<file path="config.mk">
export PLATFORM = sky130hd
export DESIGN_NAME = dm_wr_sched
export DESIGN_NICKNAME = d
export VERILOG_FILES = /design/src/rtl/dm_wr_sched.sv
export SDC_FILE = /design/constraint.sdc
export NUM_CORES = 1
export LEC_CHECK = 0
export ABC_AREA = 1
export BUFFER_PORTS_ARGS = -buffer_cell sky130_fd_sc_hd__clkbuf_2
export CAP_MARGIN = 20
export CORE_MARGIN = 4
export CORE_UTILIZATION = 45
export CTS_CLUSTER_DIAMETER = 30
export DETAILED_ROUTE_END_ITERATION = 16
export GPL_TIMING_DRIVEN = 0
export PLACE_DENSITY_LB_ADDON = 0.08
export SYNTH_ARGS = -nofsm -noshare
export SYNTH_HDL_FRONTEND = slang
export SYNTH_SLANG_ARGS = --single-unit
</file>
<file path="constraint.sdc">
create_clock -name clk -period 1.9 [get_ports clk]
set_input_delay 0.38 -clock clk [delete_from_list [all_inputs] [get_ports clk]]
set_output_delay 0.38 -clock clk [all_outputs]
set_load 0.005 [all_outputs]
</file>
<file path="src/rtl/dm_wr_sched.sv">
// Write-port scheduler for the per-PE data memory.
// Shares one BRAM write port between LOAD, SHIFT, TX streams and ALU write-back.
module dm_wr_sched #(
    parameter int                 DATA_W  = 32,
    parameter int                 ADDR_W  = 8,
    parameter logic [ADDR_W-1:0]  LD_BASE = 8'h00,
    parameter logic [ADDR_W-1:0]  SH_BASE = 8'h20,
    parameter logic [ADDR_W-1:0]  TX_BASE = 8'hA0,
    parameter int                 LD_LEN  = 32,
    parameter int                 SH_LEN  = 32,
    parameter int                 TX_LEN  = 32
) (
    input  logic              clk,
    input  logic              rst,
    input  logic              ld_valid,
    input  logic [DATA_W-1:0] ld_data,
    output logic              ld_ready,
    input  logic              sh_valid,
    input  logic [DATA_W-1:0] sh_data,
    output logic              sh_ready,
    input  logic              tx_valid,
    input  logic [DATA_W-1:0] tx_data,
    output logic              tx_ready,
    input  logic              wb_valid,
    input  logic [ADDR_W-1:0] wb_addr,
    input  logic [DATA_W-1:0] wb_data,
    input  logic [2:0]        clr,
    output logic [2:0]        full,
    output logic              wr_en,
    output logic [ADDR_W-1:0] wr_addr,
    output logic [DATA_W-1:0] wr_data,
    output logic [1:0]        wr_src,
    output logic [15:0]       stall_cnt
);
    // Handshake: a stream word transfers in a cycle where valid && ready are both
    // high; ready is a combinational grant and never depends on valid of the same
    // stream being held afterwards. Write-back has no ready and is always taken.

    // One extra bit so a counter can hold LEN == 2^ADDR_W.
    localparam int CW = ADDR_W + 1;

    logic [CW-1:0] ld_cnt, sh_cnt, tx_cnt;
    logic [1:0]    rr_ptr;
    logic [2:0]    valid_v, elig, gnt;
    logic [1:0]    p0, p1, p2;
    logic          stall_hit;
    logic [ADDR_W-1:0] ld_addr, sh_addr, tx_addr;

    assign valid_v = {tx_valid, sh_valid, ld_valid};
    assign full[0] = (ld_cnt == CW'(LD_LEN));
    assign full[1] = (sh_cnt == CW'(SH_LEN));
    assign full[2] = (tx_cnt == CW'(TX_LEN));
    assign elig    = valid_v & ~full & ~clr;

    assign ld_addr = LD_BASE + ld_cnt[ADDR_W-1:0];
    assign sh_addr = SH_BASE + sh_cnt[ADDR_W-1:0];
    assign tx_addr = TX_BASE + tx_cnt[ADDR_W-1:0];

    // Search order starts at the stream after the last granted one.
    always_comb begin
        p0 = 2'd0;
        p1 = 2'd1;
        p2 = 2'd2;
        case (rr_ptr)
            2'd0: begin p0 = 2'd1; p1 = 2'd2; p2 = 2'd0; end
            2'd1: begin p0 = 2'd2; p1 = 2'd0; p2 = 2'd1; end
            default: begin p0 = 2'd0; p1 = 2'd1; p2 = 2'd2; end
        endcase
    end

    always_comb begin
        gnt = 3'b000;
        if (!wb_valid) begin
            if (elig[p0])      gnt[p0] = 1'b1;
            else if (elig[p1]) gnt[p1] = 1'b1;
            else if (elig[p2]) gnt[p2] = 1'b1;
        end
    end

    assign ld_ready  = gnt[0];
    assign sh_ready  = gnt[1];
    assign tx_ready  = gnt[2];
    assign stall_hit = |(valid_v & ~full & ~gnt);

    always_ff @(posedge clk) begin
        if (rst) begin
            wr_en     <= 1'b0;
            wr_addr   <= '0;
            wr_data   <= '0;
            wr_src    <= 2'd0;
            ld_cnt    <= '0;
            sh_cnt    <= '0;
            tx_cnt    <= '0;
            rr_ptr    <= 2'd2;
            stall_cnt <= 16'd0;
        end else begin
            wr_en <= wb_valid | (|gnt);
            if (wb_valid) begin
                wr_addr <= wb_addr;
                wr_data <= wb_data;
                wr_src  <= 2'd3;
            end else if (gnt[0]) begin
                wr_addr <= ld_addr;
                wr_data <= ld_data;
                wr_src  <= 2'd0;
                rr_ptr  <= 2'd0;
            end else if (gnt[1]) begin
                wr_addr <= sh_addr;
                wr_data <= sh_data;
                wr_src  <= 2'd1;
                rr_ptr  <= 2'd1;
            end else if (gnt[2]) begin
                wr_addr <= tx_addr;
                wr_data <= tx_data;
                wr_src  <= 2'd2;
                rr_ptr  <= 2'd2;
            end

            // Clear wins over a same-cycle increment (and blocks the grant anyway).
            if (clr[0])      ld_cnt <= '0;
            else if (gnt[0]) ld_cnt <= ld_cnt + 1'b1;
            if (clr[1])      sh_cnt <= '0;
            else if (gnt[1]) sh_cnt <= sh_cnt + 1'b1;
            if (clr[2])      tx_cnt <= '0;
            else if (gnt[2]) tx_cnt <= tx_cnt + 1'b1;

            if (stall_hit && stall_cnt != 16'hFFFF)
                stall_cnt <= stall_cnt + 16'd1;
        end
    end
endmodule

</file>
# Word level (Yosys, flattened, before mapping)
# Index checks and enable logic that the tools add are counted.
# word_totals
regBits	88
in_bits	145
wordCells	78
out_inout_bits	65
# classes
order_cmp	6
n_eq_ne	5
n_bitwise	8
n_reduce_logical	13
n_mux	31
add_sub_neg	6
# op_table
cell	n
32-bit two-way mux	4
8-bit two-way mux	4
9-bit by 1-bit adder with 9-bit output, second input constant	3
9-bit by 6-bit == test with 1-bit output, second input constant	3
16-bit by 1-bit adder with 16-bit output, second input constant	1
16-bit inequality test, second input constant	1
3-bit two-way mux	4
2-bit case mux with 2 select lines	3
3-bit AND	3
2-bit by 3-bit < comparator with 1-bit output, second input constant	3
3-bit inverter	3
6-bit by 8-bit adder with 8-bit output, first input constant	1
8-bit adder, first input constant	1
2-bit two-way mux	4
1-bit binary-select mux with 2-bit select	3
1-bit demux with 2-bit select	3
2-bit by 1-bit >= comparator with 1-bit output, second input constant	3
1-bit two-way mux	6
2-bit OR reduction	3
3-bit OR reduction	2
1-bit logical AND	4
4-bit nonzero test	1
3-bit nonzero test	1
2-bit by 1-bit == test with 1-bit output, second input constant	1
4 further kinds	4

# Depth between registers and ports, before layout
# Gate-level depths: netlist of run 1.
# depth
ltp_word	14
depth_mapped	19
depth_no_buf	17

# Worst setup path before layout of run 1
# OpenSTA, ideal clock, no wires.
# synth_timing
path_type	register to register
startpoint	register tx_cnt[0]
endpoint	register stall_cnt[11]
n_path_buf	2
setup_time_ns	0.143
period_less_slack_ns	2.002
arrival_ns	1.858
setup_slack_ns	-0.102
stages_incl_launch_ff	19
required_ns	1.757
path_cell_list	dfxtp_1 inv_1 ha_1 nand2_1 nor2_2 nand2_2 nand3_4 nand2_2 nand3_2 nor2_2 nor2_2 nand2_2 buf_6 nand2_4 nand3_4 nand2_4 buf_12 nand2_2 a21oi_2
# synth_via
elab_chain_cells	14
elab_cells_between_ends	18
cone_classes	eq/ne (1); mux (10); bitwise (5); reduce/logical (2)
# synth_lines
element	line	source
start, declared	42	logic [CW-1:0] ld_cnt, sh_cnt, tx_cnt;
start signal, assigned	125	else if (gnt[2]) tx_cnt <= tx_cnt + 1'b1;
9-bit by 6-bit == test with 1-bit output (*)	52	assign full[2] = (tx_cnt == CW'(TX_LEN));
3-bit inverter (*)	53, 83	
3-bit AND (*)	53, 83	
3-bit AND	53	assign elig = valid_v & ~full & ~clr;
1-bit binary-select mux with 2-bit select	76	else if (elig[p2]) gnt[p2] = 1'b1;
1-bit two-way mux (implied by the code)	76	
3-bit two-way mux	76	
3-bit two-way mux	75	else if (elig[p1]) gnt[p1] = 1'b1;
3-bit two-way mux	74	if (elig[p0]) gnt[p0] = 1'b1;
3-bit two-way mux	73	if (!wb_valid) begin
3-bit inverter	83	assign stall_hit = |(valid_v & ~full & ~gnt);
3-bit AND (*)	83	
3-bit OR reduction (*)	83	
1-bit logical AND (*)	127	if (stall_hit && stall_cnt != 16'hFFFF)
end signal, assigned	128	stall_cnt <= stall_cnt + 16'd1;
end, declared	33	output logic [15:0] stall_cnt
# Every way passes the cells marked *; elsewhere a longest branch is shown, timed or not. The select of a mux whose other input is x is not followed.
# A chain may end at the register's enable or synchronous reset.

# Worst setup path after layout of run 1
# layout_timing
startpoint	register ld_cnt[0]
endpoint	output tx_ready
# layout_via
elab_chain_cells	10
elab_cells_between_ends	14
cone_classes	eq/ne (1); mux (10); bitwise (3)
# layout_lines
element	line	source
start, declared	42	
start signal, assigned	121	else if (gnt[0]) ld_cnt <= ld_cnt + 1'b1;
9-bit by 6-bit == test with 1-bit output (*)	50	assign full[0] = (ld_cnt == CW'(LD_LEN));
3-bit inverter (*)	53	
3-bit AND (*) (2 in series)	53	
1-bit binary-select mux with 2-bit select	76	
1-bit two-way mux (implied by the code)	76	
3-bit two-way mux	76	
3-bit two-way mux	75	
3-bit two-way mux (*)	74	
3-bit two-way mux (*)	73	
end, declared	23	output logic tx_ready,
# Marks and branches as above.

==> results of run 1 <==
cell type report:
type	instances	area share, %
Tap cell	147	2.16
Clock inverter	7	0.912
Timing Repair Buffer	280	22.2
Clock buffer	9	2.65
Buffer	36	4.27
Inverter	66	3.18
Sequential cell	88	20.8
Multi-Input combinational cell	639	43.8
state kept, by name, summed over array words and instances (netlist names):
name       flops
rr_ptr         2
wr_en          1
wr_addr        8
tx_cnt         9
ld_cnt         9
wr_src         2
wr_data       32
stall_cnt     16
sh_cnt         9
worst max path at each step:
stage	endpoint	startpoint	depth (start not counted)	slack, ns
floorplan	stall_cnt[11]	sh_cnt[0]	18	-0.06
global placement	wr_data[9]	ld_cnt[0]	17	-0.52
detailed placement	wr_data[9]	ld_cnt[0]	17	-0.53
CTS	ld_ready	ld_cnt[1]	13	-0.45
global route	tx_ready	ld_cnt[0]	14	-0.60
finish	tx_ready	ld_cnt[0]	14	-0.49
cells by family after synthesis:
| group | count (synthesis) |
|---|---|
| buf+inv | 104 |
| compound gates | 63 |
| simple gates | 548 |
| xor+xnor | 19 |
| flops | 88 |
| fa+ha+maj | 9 |
synth_stat cells:
master      n  share of area [%]
a211oi_1    1               0.14
a21oi_1    28                2.5
a21oi_2    10                1.6
a31oi_1     2               0.23
and2_1      2               0.23
buf_12      1               0.36
buf_2      12                1.1
buf_4      10                1.4
buf_6       3               0.61
clkbuf_1   12               0.82
clkinv_1    1              0.068
dfxtp_1    88                 32
ha_1        9                2.0
inv_1      50                3.4
inv_2      15                1.0
nand2_1   291                 20
nand2_2    19                2.2
nand2_4     3               0.61
nand3_1    76                6.9
nand3_2     4               0.73
nand3_4     3               0.95
nand3b_1   36                4.9
nand4_1     8               0.91
nor2_1     30                2.0
nor2_2     10                1.1
nor2_4      1               0.20
nor3_1     19                1.7
nor3b_1     3               0.41
nor4_1      5               0.57
o211ai_1    1               0.14
o21ai_0    21                1.9
or2_2      38                4.3
xnor2_1     4               0.64
xor2_1     15                2.4
worst min-delay path: cells and delay by family:
family / cells / cell delay, ns
simple gates: 3 / 0.21
buf+inv: 1 / 0.07
metrics by stage:
step	total power, µW	utilization [%]	setup TNS [ns]
floorplan	2820	-	-0.562
detailed placement	3340	56.5	-23.69
CTS	5660	67.9	-20.48
global placement	3330	56.5	-23.49
finish	5850	70.8	-29.46
global route	6120	70.8	-40.22
power by group:
part | switching [µW] | internal (µW)
registers | 101 | 1990
logic | 944 | 964
clock network | 813 | 1030
total | 1860 | 3990
what timing repair did:
action	4_1_cts	5_1_grt
resized for setup	136	63
cloned	8	3
buffers inserted	51	11
pin swaps	26	23
endpoints found under the setup margin	84	92
per-layer routing:
layer	share of wire, %	wire (µm)	vias up	global-route usage, %
met5	0	0	-	0
met4	3.0	618	0	10.1
met3	7.5	1570	53	7.27
met2	49	10200	292	47.6
met1	41	8510	3023	34.8
li1	-	-	3249	-
==> metrics.txt, run 1 <==
Antenna Cells=0; Crit path max-delay family=simple AND/OR/NAND/NOR gates; R2R cell count=20; initial antenna violation count=0; gp weighted congestion=0.871; synthesized area=5510 µm²; Final nets=1274; First-pass DRT Iterations=5; Syn Nets=985; RSZ-0062 raised after global routing=yes; DRC=0; FF-to-FF setup slack=-0.45 ns; Root Buffer=clkbuf_16; sequential fraction of the synthesis area=32.0%; Compound-Gate Fraction of Synth Area=6.54%; largest net degree at the start of global routing=17; first-pass GRT wire length=32000 µm; Post-Place Setup Slack=-0.533 ns; Fillers=1008; most common cell after layout, fill and taps aside=nand2_1; routed via count=6617; multi-input logic area=3730 µm²; number of core rows=40; Post-DP Area=6790 µm²; CP bufs+invs=4; Iter 0 DRT Violations=512; Worst Clk Skew=0.0118 ns; count of pins over their slew limit=0; Detail Route Antenna Nets=0; leakage=0.00410 µW; CP required=1.52 ns; PortBufs=208; Post-Synth Adder-Cell Area=2.04%; reg2reg start=ld_cnt[0]; crit start category=register; Synth Area in Simple Gates=47.6%; CTS tree=yes; routed len/inst=16.4 µm; post-synthesis register bit count=88; Max-cap violations=0; final setup margin=-0.491 ns; fin crit period=2.39 ns; multiplexer share of the synthesized area=0%; Die Y=119 µm; Post-Route WL=20900 µm; Hold Path End=wr_data[24]; Rel. slew slack=52.0%; syn avg cell area=6.63 µm²; vias in the first global route=6253; Register Area=1770 µm²; Data arrival, critical path=2.01 ns; class of the worst hold path=input port to register; fmax=418 MHz; status=complete, but fails checks; violated checks=setup timing; core region area=12000 µm²; main combinational cell family by area after synthesis=simple AND/OR/NAND/NOR gates; CP Max Fanout=3; cell area after layout=8510 µm²; Initial Util=45.8%; WHS=0.331 ns; largest stage delay on the critical path=0.33 ns; chain of cells forming the critical path=inv_2, ha_4, nand2_2, nor2_2, nand2_2, nand3_4, nand2_4, nand3_4, buf_6, nor2_2, nor2_2, nand2_4, inv_4, clkbuf_2; R2R Path End=wr_data[29]; Inserted Clock Buffers=9; GRT Residual Overflow=0; Cells after DPL=1186; CP Capture Type=primary output; Final Hold Vio Count=0; most frequent cells in the layout=nand2_1 (270), clkbuf_2 (210), dfxtp_1 (80), nand3_1 (43), inv_1 (42); Final setup viols=83; hold-fix buffers at CTS=0; peak supply drop=0.000567 V; highest-delay cell along the critical path=dfxtp_2; Pwr Density=687 nW/µm²; clk buf depth=2; Yosys warning count=0; Cell Count, Final, Fillers Out=1272; via density per instance=5.20; I/O Pins=210; clock slew at reported path FFs=0.07 ns; Cells after Synth=831; clock latency on the worst-skew pair=0.36 ns; worst hold stages=4; fraction of the cycle the final worst path needs=126%; DIE WIDTH=119 µm; Detail Placement HPWL=13400 µm; crit-path most repeated cell=nor2_2; Crit Path Class=register to primary output; Synth Area in XOR/XNOR=3.02%; hold path startpoint=wb_data[24]; Yosys cell types=34; Area Growth Syn to Fin=54.5%; share of cells above drive strength 1=46.1%; Die ar.=14100 µm²; clk sink count=88; Slew @ Worst Pin=0.719 ns; GR Util All Layers=28.3%; H-tree levels=3
No activity file was read; power rests on OpenSTA's default activity.
==> inputs of run 2 (changes only) <==
--- a/config.mk
+++ b/config.mk
@@ -17,3 +17,4 @@
 export SYNTH_ARGS = -nofsm -noshare
 export SYNTH_HDL_FRONTEND = slang
 export SYNTH_SLANG_ARGS = --single-unit
+export TNS_END_PERCENT = 10
==> metrics.txt, run 2 (synthesized netlist as in run 1, its figures left out) <==
violated checks=setup timing (unchanged); PortBufs=208 (unchanged); Slew @ Worst Pin=0.731 ns (was 0.719 ns); Final Hold Vio Count=0 (unchanged); crit start category=register (unchanged); Inserted Clock Buffers=9 (unchanged); fraction of the cycle the final worst path needs=123% (was 126%); initial antenna violation count=0 (unchanged); CP Capture Type=primary output (unchanged); cell area after layout=7980 µm² (was 8510 µm²); largest stage delay on the critical path=0.33 ns (about the same); Cell Count, Final, Fillers Out=1253 (was 1272); gp weighted congestion=0.861 (was 0.871); Net Sw Frac=30.0% (was 31.8%); FF-to-FF setup slack=-0.38 ns (was -0.45 ns); clock latency on the worst-skew pair=0.35 ns (was 0.36 ns); CP required=1.52 ns (about the same); via density per instance=5.10 (was 5.20); CP Capture Point=ld_ready (was tx_ready); Worst Setup SP=ld_cnt[0] (unchanged); first-pass GRT wire length=29100 µm (was 32000 µm); routed wl met2=9150 µm (was 10200 µm); crit-path most repeated cell=nand3_4 (was nor2_2); core region area=12000 µm² (unchanged); Routed met3 length=1300 µm (was 1570 µm); M1 WL=8220 µm (was 8510 µm); DIE WIDTH=119 µm (unchanged); Root Buffer=clkbuf_16 (unchanged); Post-DP Area=6770 µm² (was 6790 µm²); hold-fix buffers at CTS=0 (unchanged); count of pins over their slew limit=0 (unchanged); Detail Route Antenna Nets=0 (unchanged); number of core rows=40 (unchanged); Rel. slew slack=51.3% (was 52.0%); Power Internal=3900 µW (was 3990 µW); class of the worst hold path=input port to register (unchanged); largest net degree at the start of global routing=14 (was 17); RSZ-0062 raised after global routing=yes (unchanged); Final nets=1255 (was 1274); CP Max Fanout=3 (unchanged); Antenna Cells=0 (unchanged); Reg with most FFs=wr_data (unchanged); most frequent cells in the layout=nand2_1 (267), clkbuf_2 (207), dfxtp_1 (77), nand3_1 (70), inv_1 (43) (was nand2_1 (270), clkbuf_2 (210), dfxtp_1 (80), nand3_1 (43), inv_1 (42)); most common cell after layout, fill and taps aside=nand2_1 (unchanged); GRT Residual Overflow=0 (unchanged); Crit Path Class=register to primary output (unchanged); DRC=0 (unchanged); peak supply drop=0.000383 V (was 0.000567 V); clk buf depth=2 (unchanged); GR Util All Layers=25.6% (was 28.3%); I/O Pins=210 (unchanged); fin crit period=2.34 ns (was 2.39 ns); leakage=0.00388 µW (was 0.00410 µW); vias in the first global route=5770 (was 6253); Top Registers=wr_data (32), stall_cnt (16) (unchanged); Die Y=119 µm (unchanged); clk sink count=88 (unchanged); routed via count=6388 (was 6617); Detail Placement HPWL=13600 µm (was 13400 µm); routed len/inst=15.2 µm (was 16.4 µm); highest-delay cell along the critical path=dfxtp_2 (unchanged); Iter 0 DRT Violations=528 (was 512); First-pass DRT Iterations=5 (unchanged); final setup margin=-0.437 ns (was -0.491 ns); status=complete, but fails checks (unchanged); CTS tree=yes (unchanged); part of the power in registers=37.5% (was 35.8%); Final setup viols=82 (was 83); Post-Route WL=19100 µm (was 20900 µm); switching power of the nets=1670 µW (was 1860 µW); Data arrival, critical path=1.96 ns (was 2.01 ns); total power=5570 µW (was 5850 µW); clock share of power=34.3% (was 31.6%); combinational power share=28.2% (was 32.6%); Cells after DPL=1186 (unchanged); H-tree levels=3 (unchanged); WHS=0.335 ns (was 0.331 ns); share of cells above drive strength 1=42.4% (was 46.1%); Area Growth Syn to Fin=44.9% (was 54.5%); Worst Clk Skew=0.00556 ns (was 0.0118 ns); R2R Path End=wr_data[9] (was wr_data[29]); top layer in use=met4 (unchanged); Die ar.=14100 µm² (unchanged); Initial Util=45.8% (unchanged); reg2reg start=ld_cnt[1] (was ld_cnt[0]); R2R cell count=18 (was 20); clock slew at reported path FFs=0.06 ns (was 0.07 ns); Pwr Density=698 nW/µm² (was 687 nW/µm²); fmax=428 MHz (was 418 MHz); Largest register FFs=32 (unchanged); Max-cap violations=0 (unchanged); chain of cells forming the critical path=inv_2, ha_4, nand2_2, nor2_2, nand2_2, nand3_4, nand2_4, nand3_4, nand3_4, nand3_2, buf_6, inv_8, buf_8, buf_6 (was inv_2, ha_4, nand2_2, nor2_2, nand2_2, nand3_4, nand2_4, nand3_4, buf_6, nor2_2, nor2_2, nand2_4, inv_4, clkbuf_2)
-- run 2: cell count changes in the layout (fill, tap and decap cells not counted), sizes merged --
cell and delta:
buf -15, bufbuf -2, clkbuf +3, clkinv -1
clkinvlp -1, inv -3
-- run 2: area by class of cell --
type | instances | area, µm²
buffer | 38 | 349
sequential | 88 | 1780
tap | 147 | 184
inverter | 66 | 273
multi-input combinational | 639 | 3550
timing repair buffer | 259 | 1530
clock inverter | 2 | 35.0
fill | 1081 | 4030
clock buffer | 14 | 284
-- run 2: metal layers --
| layer | GRT usage [%] | up-vias |
|---|---|---|
| li1 | - | 3209 |
| met5 | 0 | - |
| met2 | 42.6 | 238 |
| met4 | 9.12 | 0 |
| met3 | 5.02 | 36 |
| met1 | 32.9 | 2905 |
-- run 2: power by group through the flow --
stage	combinational [µW]	clock, µW	sequential [µW]
final	1570	1910	2090
after global routing	1720	2040	2110
after CTS	1400	1930	2080
after detailed placement	1210	0	2120
after global placement	1200	0	2120
after floorplan	690	0	2120
-- run 2: what timing repair did --
action,CTS,global route
gates resized for setup,61,77
endpoints found under the setup margin,85,93
buffers inserted,26,21
pin swaps,15,38
cloned,2,2
-- run 2: worst min-delay path by stage --
stage                     depth (start not counted)  slack [ns]           to         from
final                                             4        0.34  wr_data[28]  wb_data[28]
after detailed placement                          2        0.44  wr_data[27]  wr_data[27]
after global routing                              4        0.35  wr_data[27]  wb_data[27]
after CTS                                         4        0.33  wr_data[28]  wb_data[28]
after floorplan                                   2        0.44    sh_cnt[8]    sh_cnt[8]
after global placement                            2        0.44   wr_data[1]   wr_data[1]
-- run 2: metrics by stage --
stage	setup TNS [ns]	util, %	worst slack (ns)
6_report	-20.40	66.4	-0.437
3_3_place_gp	-23.66	56.4	-0.517
3_5_place_dp	-25.66	56.4	-0.538
5_1_grt	-34.36	66.4	-0.568
2_1_floorplan	-1.22	-	-0.0578
4_1_cts	-21.08	62.9	-0.463
-- run 2: critical path: cells and delay by family (launching register included) --
family	cells	cell delay (ns)
adder cells (fa/ha/maj)	1	0.14
AND/OR/NAND/NOR	8	0.68
flip-flops	1	0.33
buffers and inverters	5	0.44
